**src/rtl/bar_foo_handshake_rx.sv**
```systemverilog
// Three-lane round-robin valid/ready receiver feeding a lane-tagged FIFO,
// with sticky per-lane flags for producers that retract or alter a stalled beat.
module bar_foo_handshake_rx #(
  parameter int WIDTH = 4,
  parameter int DEPTH = 4
) (
  input  logic                       CLK,
  input  logic                       ASYNCRESET,
  input  logic                       handshake_arr_0_valid,
  output logic                       handshake_arr_0_ready,
  input  logic [WIDTH-1:0]           handshake_arr_0_data,
  input  logic                       handshake_arr_1_valid,
  output logic                       handshake_arr_1_ready,
  input  logic [WIDTH-1:0]           handshake_arr_1_data,
  input  logic                       handshake_arr_2_valid,
  output logic                       handshake_arr_2_ready,
  input  logic [WIDTH-1:0]           handshake_arr_2_data,
  output logic                       out_valid,
  input  logic                       out_ready,
  output logic [WIDTH-1:0]           out_data,
  output logic [1:0]                 out_lane,
  output logic                       out_orr,
  output logic                       out_andr,
  output logic [$clog2(DEPTH+1)-1:0] count,
  output logic [2:0]                 proto_err
);
  localparam int AW = $clog2(DEPTH);
  localparam int CW = $clog2(DEPTH+1);

  logic [2:0]       laneValid;
  logic [WIDTH-1:0] laneData [3];
  logic [2:0]       laneReady;

  logic [1:0]       lastGrant_q, lastGrant_d;
  logic [AW-1:0]    wrPtr_q, wrPtr_d;
  logic [AW-1:0]    rdPtr_q, rdPtr_d;
  logic [CW-1:0]    count_q, count_d;
  logic [2:0]       stall_q, stall_d;
  logic [2:0]       protoErr_q, protoErr_d;
  logic [WIDTH-1:0] prevData_q [3];
  logic [WIDTH+1:0] mem_q [DEPTH];

  logic             full, enq, deq, grantHit;
  logic [1:0]       grantLane, cand;
  logic [WIDTH+1:0] head;

  assign laneValid   = {handshake_arr_2_valid, handshake_arr_1_valid, handshake_arr_0_valid};
  assign laneData[0] = handshake_arr_0_data;
  assign laneData[1] = handshake_arr_1_data;
  assign laneData[2] = handshake_arr_2_data;
  assign full        = (count_q == CW'(DEPTH));

  // Round-robin search begins one past the last lane that actually enqueued.
  always_comb begin
    grantHit  = 1'b0;
    grantLane = 2'd0;
    cand      = lastGrant_q;
    laneReady = 3'b000;
    for (int k = 0; k < 3; k++) begin
      cand = (cand == 2'd2) ? 2'd0 : cand + 2'd1;
      if (!grantHit && !full && laneValid[cand]) begin
        grantHit  = 1'b1;
        grantLane = cand;
      end
    end
    if (grantHit) laneReady = 3'b001 << grantLane;
  end

  assign handshake_arr_0_ready = laneReady[0];
  assign handshake_arr_1_ready = laneReady[1];
  assign handshake_arr_2_ready = laneReady[2];

  assign enq = grantHit;
  assign deq = out_valid & out_ready;

  always_comb begin
    lastGrant_d = lastGrant_q;
    wrPtr_d     = wrPtr_q;
    rdPtr_d     = rdPtr_q;
    count_d     = count_q;
    if (enq) begin
      lastGrant_d = grantLane;
      wrPtr_d     = wrPtr_q + AW'(1);
    end
    if (deq) rdPtr_d = rdPtr_q + AW'(1);
    if (enq && !deq)      count_d = count_q + CW'(1);
    else if (!enq && deq) count_d = count_q - CW'(1);
  end

  // A beat left waiting last cycle must be re-offered unchanged this cycle.
  always_comb begin
    stall_d    = 3'b000;
    protoErr_d = protoErr_q;
    for (int i = 0; i < 3; i++) begin
      stall_d[i]    = laneValid[i] & ~laneReady[i];
      protoErr_d[i] = protoErr_q[i] |
                      (stall_q[i] & (~laneValid[i] | (laneData[i] != prevData_q[i])));
    end
  end

  always_ff @(posedge CLK or posedge ASYNCRESET) begin
    if (ASYNCRESET) begin
      lastGrant_q <= 2'd2;
      wrPtr_q     <= '0;
      rdPtr_q     <= '0;
      count_q     <= '0;
      stall_q     <= 3'b000;
      protoErr_q  <= 3'b000;
      for (int i = 0; i < 3; i++) prevData_q[i] <= '0;
    end else begin
      lastGrant_q <= lastGrant_d;
      wrPtr_q     <= wrPtr_d;
      rdPtr_q     <= rdPtr_d;
      count_q     <= count_d;
      stall_q     <= stall_d;
      protoErr_q  <= protoErr_d;
      for (int i = 0; i < 3; i++) prevData_q[i] <= laneData[i];
    end
  end

  // Storage needs no reset: an empty FIFO's head is don't-care.
  always_ff @(posedge CLK) begin
    if (enq) mem_q[wrPtr_q] <= {grantLane, laneData[grantLane]};
  end

  assign head      = mem_q[rdPtr_q];
  assign out_valid = (count_q != '0);
  assign out_lane  = head[WIDTH+1:WIDTH];
  assign out_data  = head[WIDTH-1:0];
  assign out_orr   = |out_data;
  assign out_andr  = &out_data;
  assign count     = count_q;
  assign proto_err = protoErr_q;

endmodule

```
**config.mk**
```make
export PLATFORM = sky130hd
export DESIGN_NAME = bar_foo_handshake_rx
export DESIGN_NICKNAME = d
export VERILOG_FILES = /design/src/rtl/bar_foo_handshake_rx.sv
export SDC_FILE = /design/constraint.sdc
export NUM_CORES = 1
export LEC_CHECK = 0
export ABC_AREA = 0
export CAP_MARGIN = 10
export CORE_UTILIZATION = 47
export CTS_BUF_LIST = sky130_fd_sc_hd__clkbuf_16
export CTS_CLUSTER_SIZE = 16
export DETAILED_ROUTE_END_ITERATION = 16
export GPL_ROUTABILITY_DRIVEN = 1
export GPL_TIMING_DRIVEN = 0
export PLACE_DENSITY = 0.72
export RECOVER_POWER = 50
export SETUP_SLACK_MARGIN = 0.1
export SYNTH_ARGS = -nofsm -noshare
export SYNTH_HDL_FRONTEND = slang
export SYNTH_SLANG_ARGS = --single-unit
export TNS_END_PERCENT = 10
```
**constraint.sdc**
```tcl
create_clock -name CLK -period 2.5 [get_ports CLK]
set_clock_uncertainty 0.15 [all_clocks]
set_input_delay 0.25 -clock CLK [delete_from_list [all_inputs] [get_ports CLK]]
set_output_delay 0.25 -clock CLK [all_outputs]
set_load 0.1 [all_outputs]
```
**Yosys cells after proc, flatten, opt, wreduce, memory -nomap -nowiden**

Memory sizes are Yosys's and may differ from the RTL's.
Index checks and enable logic that the tools add are counted.

- Reductions and logical operators: 16
- Shift-type cells: 1
- Eq/ne operators: 7
- Add/subtract/negate cells: 7
- Muxes and demuxes: 23
- $lt $le $gt $ge: 4
- Bitwise gates (word level): 20

Operator list:

| cell | number |
|---|---|
| 2-bit two-way mux | 6 |
| 4-bit != test | 3 |
| 2-bit by 1-bit adder with 2-bit output, second input constant | 5 |
| 2-bit by 3-bit < comparator with 1-bit output, second input constant | 3 |
| 3-bit two-way mux | 3 |
| 4-bit binary-select mux with 2-bit select | 1 |
| 1-bit two-way mux | 8 |
| 4-bit two-way mux | 2 |
| 1-bit AND | 7 |
| 1-bit logical AND | 7 |
| 1-bit binary-select mux with 2-bit select | 3 |
| 2-bit equality test, second input constant | 3 |
| 1-bit inverter | 6 |
| 1-bit bitwise OR | 6 |
| 1-bit logical NOT | 5 |
| 4-bit AND reduction | 1 |
| 4-bit OR reduction | 1 |
| 3-bit by 1-bit adder with 3-bit output, second input constant | 1 |
| 3-bit equality test, second input constant | 1 |
| 3-bit >= comparator, second input constant | 1 |
| 2-bit inverter with 3-bit output | 1 |
| 3-bit nonzero test | 1 |
| 1-bit by 2-bit left shift with 3-bit output, first input constant | 1 |
| 3-bit by 1-bit subtractor with 3-bit output, second input constant | 1 |
| 2-bit nonzero test | 1 |

- RAM bits: 24
- Register bits: 27
- Output and inout bits: 18
- Memories kept: 1

Memories:

| memory | words | bits a word | read ports | clocked after memory_dff | write ports | RTL line | RTL |
|---|---|---|---|---|---|---|---|
| mem_q | 4 | 6 | 1 | 0 | 1 | 41 | `logic [WIDTH+1:0] mem_q [DEPTH];` |

**Longest topological paths before layout**

- Depth in word-level cells: 18
- Depth in mapped cells: 10

**Worst setup path after synthesis**

OpenSTA, ideal clock, no wires.

- Path kind: flip-flop to flip-flop
- From: reg count_q[0] (netlist: count[0])
- To: reg count_q[1] (netlist: count[1])
- Cell stages (with the launch flop): 7
- Setup slack: -0.760 ns
- Data arrival time: 2.984 ns
- Path buffers: 0
- Period minus slack after synthesis: 3.260 ns
- Cell sequence: dfrtp_1 or3_1 nand2_1 ha_1 inv_1 fa_1 mux2_2

- Elaborated cells on any way between the ends: 23

RTL lines:

| element | RTL line | RTL |
|---|---|---|
| start, declared | 37 | `logic [CW-1:0] count_q, count_d;` |
| start signal, assigned | 114 | `count_q <= count_d;` |
| 3-bit nonzero test | 127 | `assign out_valid = (count_q != '0);` |
| via out_valid | 18 | `output logic out_valid,` |
| 1-bit AND | 74 | `assign deq = out_valid & out_ready;` |
| 1-bit logical NOT | 86 | `if (enq && !deq) count_d = count_q + CW'(1);` |
| 1-bit logical AND | 86 |  |
| 3-bit two-way mux | 86 |  |
| via count_d[1] | 37 |  |

The timed path passes the listed nets, and every way through them passes these cells. The select of a mux whose other input is x is not followed.
A chain may end at the register's enable or synchronous reset.

**Worst setup path in the final report**

- From: reg rdPtr_q[0]
- To: out out_andr

- Longest elaborated chain between the ends: 2

RTL lines:

| element | RTL line | RTL |
|---|---|---|
| start, declared | 36 | `logic [AW-1:0] rdPtr_q, rdPtr_d;` |
| start signal, assigned | 113 | `rdPtr_q <= rdPtr_d;` |
| memory read 4 x 6 bit | -- |  |
| 4-bit AND reduction | 131 | `assign out_andr = &out_data;` |
| end, declared | 23 | `output logic out_andr,` |

No other way between the ends.

==> impl_metrics.xml <==
<?xml version="1.0" encoding="UTF-8"?>
<metrics>
  <group name="clocking">
    <metric name="clk-insertion-delay-late" unit="ns">0.28</metric>
    <metric name="cts_inserted_buffers" unit="">5</metric>
    <metric name="clkSinkCount" unit="">51</metric>
    <metric name="cts-root-buf" unit="">sky130_fd_sc_hd__clkbuf_16</metric>
    <metric name="ctsHtreeMaxLevel" unit="">2</metric>
    <metric name="cts-root-to-sink-buffers" unit="">2</metric>
    <metric name="tritoncts" unit="">done</metric>
    <metric name="cts.clk_slew.worst_paths" unit="ns">0.06</metric>
    <metric name="ctsHoldBuffers" unit="">0</metric>
  </group>
  <group name="detailed_routing">
    <metric name="ant_nets" unit="">0</metric>
    <metric name="wirelength" unit="um">3760</metric>
    <metric name="drcViolationCount" unit="">0</metric>
    <metric name="via_count" unit="">1249</metric>
    <metric name="drtPass1Iterations" unit="">4</metric>
    <metric name="avgRoutedWirePerCell" unit="um">15.80</metric>
    <metric name="vias_cell" unit="">5.248</metric>
    <metric name="drt_first_iter_violations" unit="">86</metric>
  </group>
  <group name="sta">
    <metric name="max_freq" unit="GHz">0.3808</metric>
    <metric name="final.period_utilization" unit="%">105.1</metric>
    <metric name="worst_slew_margin_rel" unit="%">33.63</metric>
    <metric name="report.final.setup_viol" unit="">1</metric>
    <metric name="tns" unit="ns">-0.1263</metric>
    <metric name="slew_violations" unit="">0</metric>
    <metric name="rsz0062_at_grt" unit="">yes</metric>
    <metric name="worst_pin_slew" unit="ns">0.9945</metric>
    <metric name="endpoints_failing_hold" unit="">0</metric>
    <metric name="min_period" unit="ns">2.626</metric>
    <metric name="fin_ws" unit="ns">-0.1263</metric>
  </group>
  <group name="critical_path">
    <metric name="critPathBufInv" unit="">2</metric>
    <metric name="critPathSlowestCell" unit="">sky130_fd_sc_hd__dlygate4sd2_1</metric>
    <metric name="arrival_worst_endpoint" unit="ns">2.23</metric>
    <metric name="timing.critical_path.cells" unit="">buf_6 -&gt; mux4_2 -&gt; and4_2 -&gt; dlygate4sd2_1</metric>
    <metric name="critical_path.top_delay_family" unit="">buffers and inverters</metric>
    <metric name="startpoint_type" unit="">flop</metric>
    <metric name="critPathKind" unit="">reg -&gt; out</metric>
    <metric name="worst-path-max-fanout" unit="">8</metric>
    <metric name="cp_data_required_time" unit="ns">2.10</metric>
    <metric name="crit_path_end_kind" unit="">output port</metric>
    <metric name="cp_slowest_stage_delay" unit="ns">0.85</metric>
  </group>
  <group name="global_route">
    <metric name="first_global_vias" unit="">1325</metric>
    <metric name="grt_first_pass_wirelength" unit="um">6520</metric>
    <metric name="global_route.usage.total" unit="%">17.78</metric>
    <metric name="initial_antenna_violation_count" unit="">0</metric>
    <metric name="grt_overflow" unit="">0</metric>
    <metric name="largest_net_degree_at_the_start_of_global_routing" unit="">28</metric>
  </group>
  <group name="yosys">
    <metric name="synth.avg_cell_area" unit="um2">15.24</metric>
    <metric name="synth_cells" unit="">144</metric>
    <metric name="number_of_synthesized_flops_with_an_enable_pin" unit="">24</metric>
    <metric name="synthTopCellsByArea" unit="">sky130_fd_sc_hd__edfxtp_1 33%, sky130_fd_sc_hd__dfrtp_1 30%, sky130_fd_sc_hd__xor2_1 4.4%</metric>
    <metric name="yosys_most_used_dff" unit="">sky130_fd_sc_hd__dfrtp_1</metric>
    <metric name="synth.largest_area_cell" unit="">sky130_fd_sc_hd__edfxtp_1</metric>
    <metric name="netlist-cell-type-count" unit="">36</metric>
    <metric name="seq_area_frac_synth" unit="%">63.68</metric>
    <metric name="synth_largest_type_area_fraction" unit="%">32.84</metric>
    <metric name="synth_top_cells_by_count" unit="">26 x sky130_fd_sc_hd__dfrtp_1, 24 x sky130_fd_sc_hd__edfxtp_1, 11 x sky130_fd_sc_hd__xor2_1, 7 x sky130_fd_sc_hd__and2_1, 7 x sky130_fd_sc_hd__xnor2_1</metric>
    <metric name="synth.ff_latch_count" unit="">51</metric>
    <metric name="ys_async_sr_fraction" unit="%">52.94</metric>
    <metric name="mappedNetlistArea" unit="mm2">0.002195</metric>
    <metric name="synthesis_warnings" unit="">0</metric>
    <metric name="syn_nets" unit="">168</metric>
    <metric name="most_common_cell_in_the_netlist" unit="">sky130_fd_sc_hd__dfrtp_1</metric>
  </group>
  <group name="layout">
    <metric name="area_delta_synth_final" unit="%">28.16</metric>
    <metric name="multiInputGateArea" unit="um2">763.2</metric>
    <metric name="antenna_fix_cells" unit="">0</metric>
    <metric name="layout.nets" unit="">209</metric>
    <metric name="final_layout_size_suffix_gt1_share" unit="%">18.82</metric>
    <metric name="register_area" unit="mm2">0.001409</metric>
    <metric name="filler_cell_count" unit="">317</metric>
  </group>
  <group name="run">
    <metric name="timing.max_cap.violations" unit="">0</metric>
  </group>
  <group name="die">
    <metric name="die_outline_area" unit="mm2">0.004946</metric>
    <metric name="die_height" unit="um">70.33</metric>
    <metric name="placementRows" unit="">24</metric>
    <metric name="total_core_area" unit="mm2">0.004414</metric>
    <metric name="die_x" unit="um">70.33</metric>
    <metric name="effective_utilization_at_floorplan" unit="%">49.72</metric>
    <metric name="i_o_pin_cnt" unit="">36</metric>
  </group>
  <group name="run_status">
    <metric name="run_status" unit="">finished with violations</metric>
    <metric name="failing_checks" unit="">negative setup slack</metric>
  </group>
  <group name="place">
    <metric name="placement.io_buffers" unit="">35</metric>
    <metric name="hpwl" unit="um">2746</metric>
    <metric name="gpl.final_weighted_congestion" unit="">0.8272</metric>
  </group>
  <group name="min_path">
    <metric name="holdCritPathClass" unit="">reg -&gt; reg</metric>
  </group>
</metrics>
worst paths after layout:
kind	from	endpoint	slack (ns)	cells after the start
max	rdPtr_q[0]$_DFFE_PP0P_	out_andr	-0.13	4
min	stall_q[2]$_DFF_PP0_	proto_err[2]$_DFF_PP0_	0.30	1
max reg2reg	count[1]$_DFFE_PP0P_	count[1]$_DFFE_PP0P_	0.02	8
min reg2reg	stall_q[2]$_DFF_PP0_	proto_err[2]$_DFF_PP0_	0.30	1
max in group asynchronous	ASYNCRESET	count[2]$_DFFE_PP0P_	1.00	2
min in group asynchronous	ASYNCRESET	proto_err[1]$_DFF_PP0_	0.49	2
flip-flops by register name, indices dropped and copies added (netlist names):
signal and count:
mem_q 24, lastGrant_q 2, stall_q 3, prevData_q 12, count 3, proto_err 3, rdPtr_q 2, wrPtr_q 2
per-layer routing:
layer / up-vias / track usage (%) / routed length, um
li1: 605 / - / -
met2: 31 / 29.21 / 1871
met4: 0 / 6.667 / 36
met3: 5 / 4.473 / 121
met5: - / 0 / 0
met1: 608 / 22.68 / 1731
worst reg2reg max path, cell delays in order (launching register included):
cell                       delay (ns)
sky130_fd_sc_hd__dfrtp_4         0.50
sky130_fd_sc_hd__or3b_1          0.41
sky130_fd_sc_hd__buf_6           0.15
sky130_fd_sc_hd__o31a_1          0.11
sky130_fd_sc_hd__clkbuf_8        0.17
sky130_fd_sc_hd__ha_4            0.16
sky130_fd_sc_hd__inv_2           0.04
sky130_fd_sc_hd__fa_1            0.40
sky130_fd_sc_hd__mux2_2          0.27
stage by stage:
step,setup WS (ns),utilization [%],hold slack [ns],instances,cell area [um2]
after floorplan,-0.03566,-,0.1314,144,2251
after global placement,-0.6452,60.40,0.2844,231,2666
after detailed placement,-0.6494,60.40,0.2920,231,2666
after CTS,-0.1464,64.26,0.3068,238,2836
after global routing,-0.2039,63.72,0.3159,238,2813
final,-0.1263,63.72,0.3023,238,2813
cell type report:
class                   instances  area share, %
repair buffers                 35          12.28
flip-flops and latches         51          50.09
plain buffers                   4          1.423
inverters                       5         0.6673
well taps                      52          2.313
clock buffers                   5          4.448
clock inverters                 3          1.646
multi-input cells              83          27.14
cell families after synthesis:
| group | after synthesis | synth area share, % |
|---|---|---|
| DFF | 51 | 63.68 |
| muxes | 7 | 7.013 |
| and+or+nand+nor | 36 | 9.863 |
| adders and majority gates | 6 | 3.763 |
| AOI/OAI and AO/OA | 16 | 6.044 |
| buffers and inverters | 10 | 2.451 |
| xor gates and xnor gates | 18 | 7.184 |
cells in the final DEF (no fill, tap or decap), drive strengths merged:
cell	n
nor3	3
nor2	2
clkdlybuf4s50	8
clkbuf	8
mux2	1
a32oi	1
and4	1
fa	1
inv	6
nor2b	5
o31a	1
nand2	4
clkinvlp	1
or3b	1
o21a	1
o31ai	1
dfrtp	26
bufinv	1
and3	6
clkdlybuf4s15	3
a21o	3
o21ai	2
edfxtp	24
xnor2	7
and2	8
mux4	6
o22ai	2
dlygate4sd3	15
nand3	4
a221o	4
or4	1
buf	5
xor2	11
dlygate4sd2	5
dfstp	1
o21bai	1
ha	5
or3	1
what timing repair did:
item / in CTS / in global routing
setup buffers: 0 / 0
resized for setup: 31 / 6
setup endpoints to repair: 13 / 10
pin swaps: 1 / 0
Power is left out: the tool's default activity adds up to more than one toggle a clock period on the data nets, which glitch-free logic cannot reach.
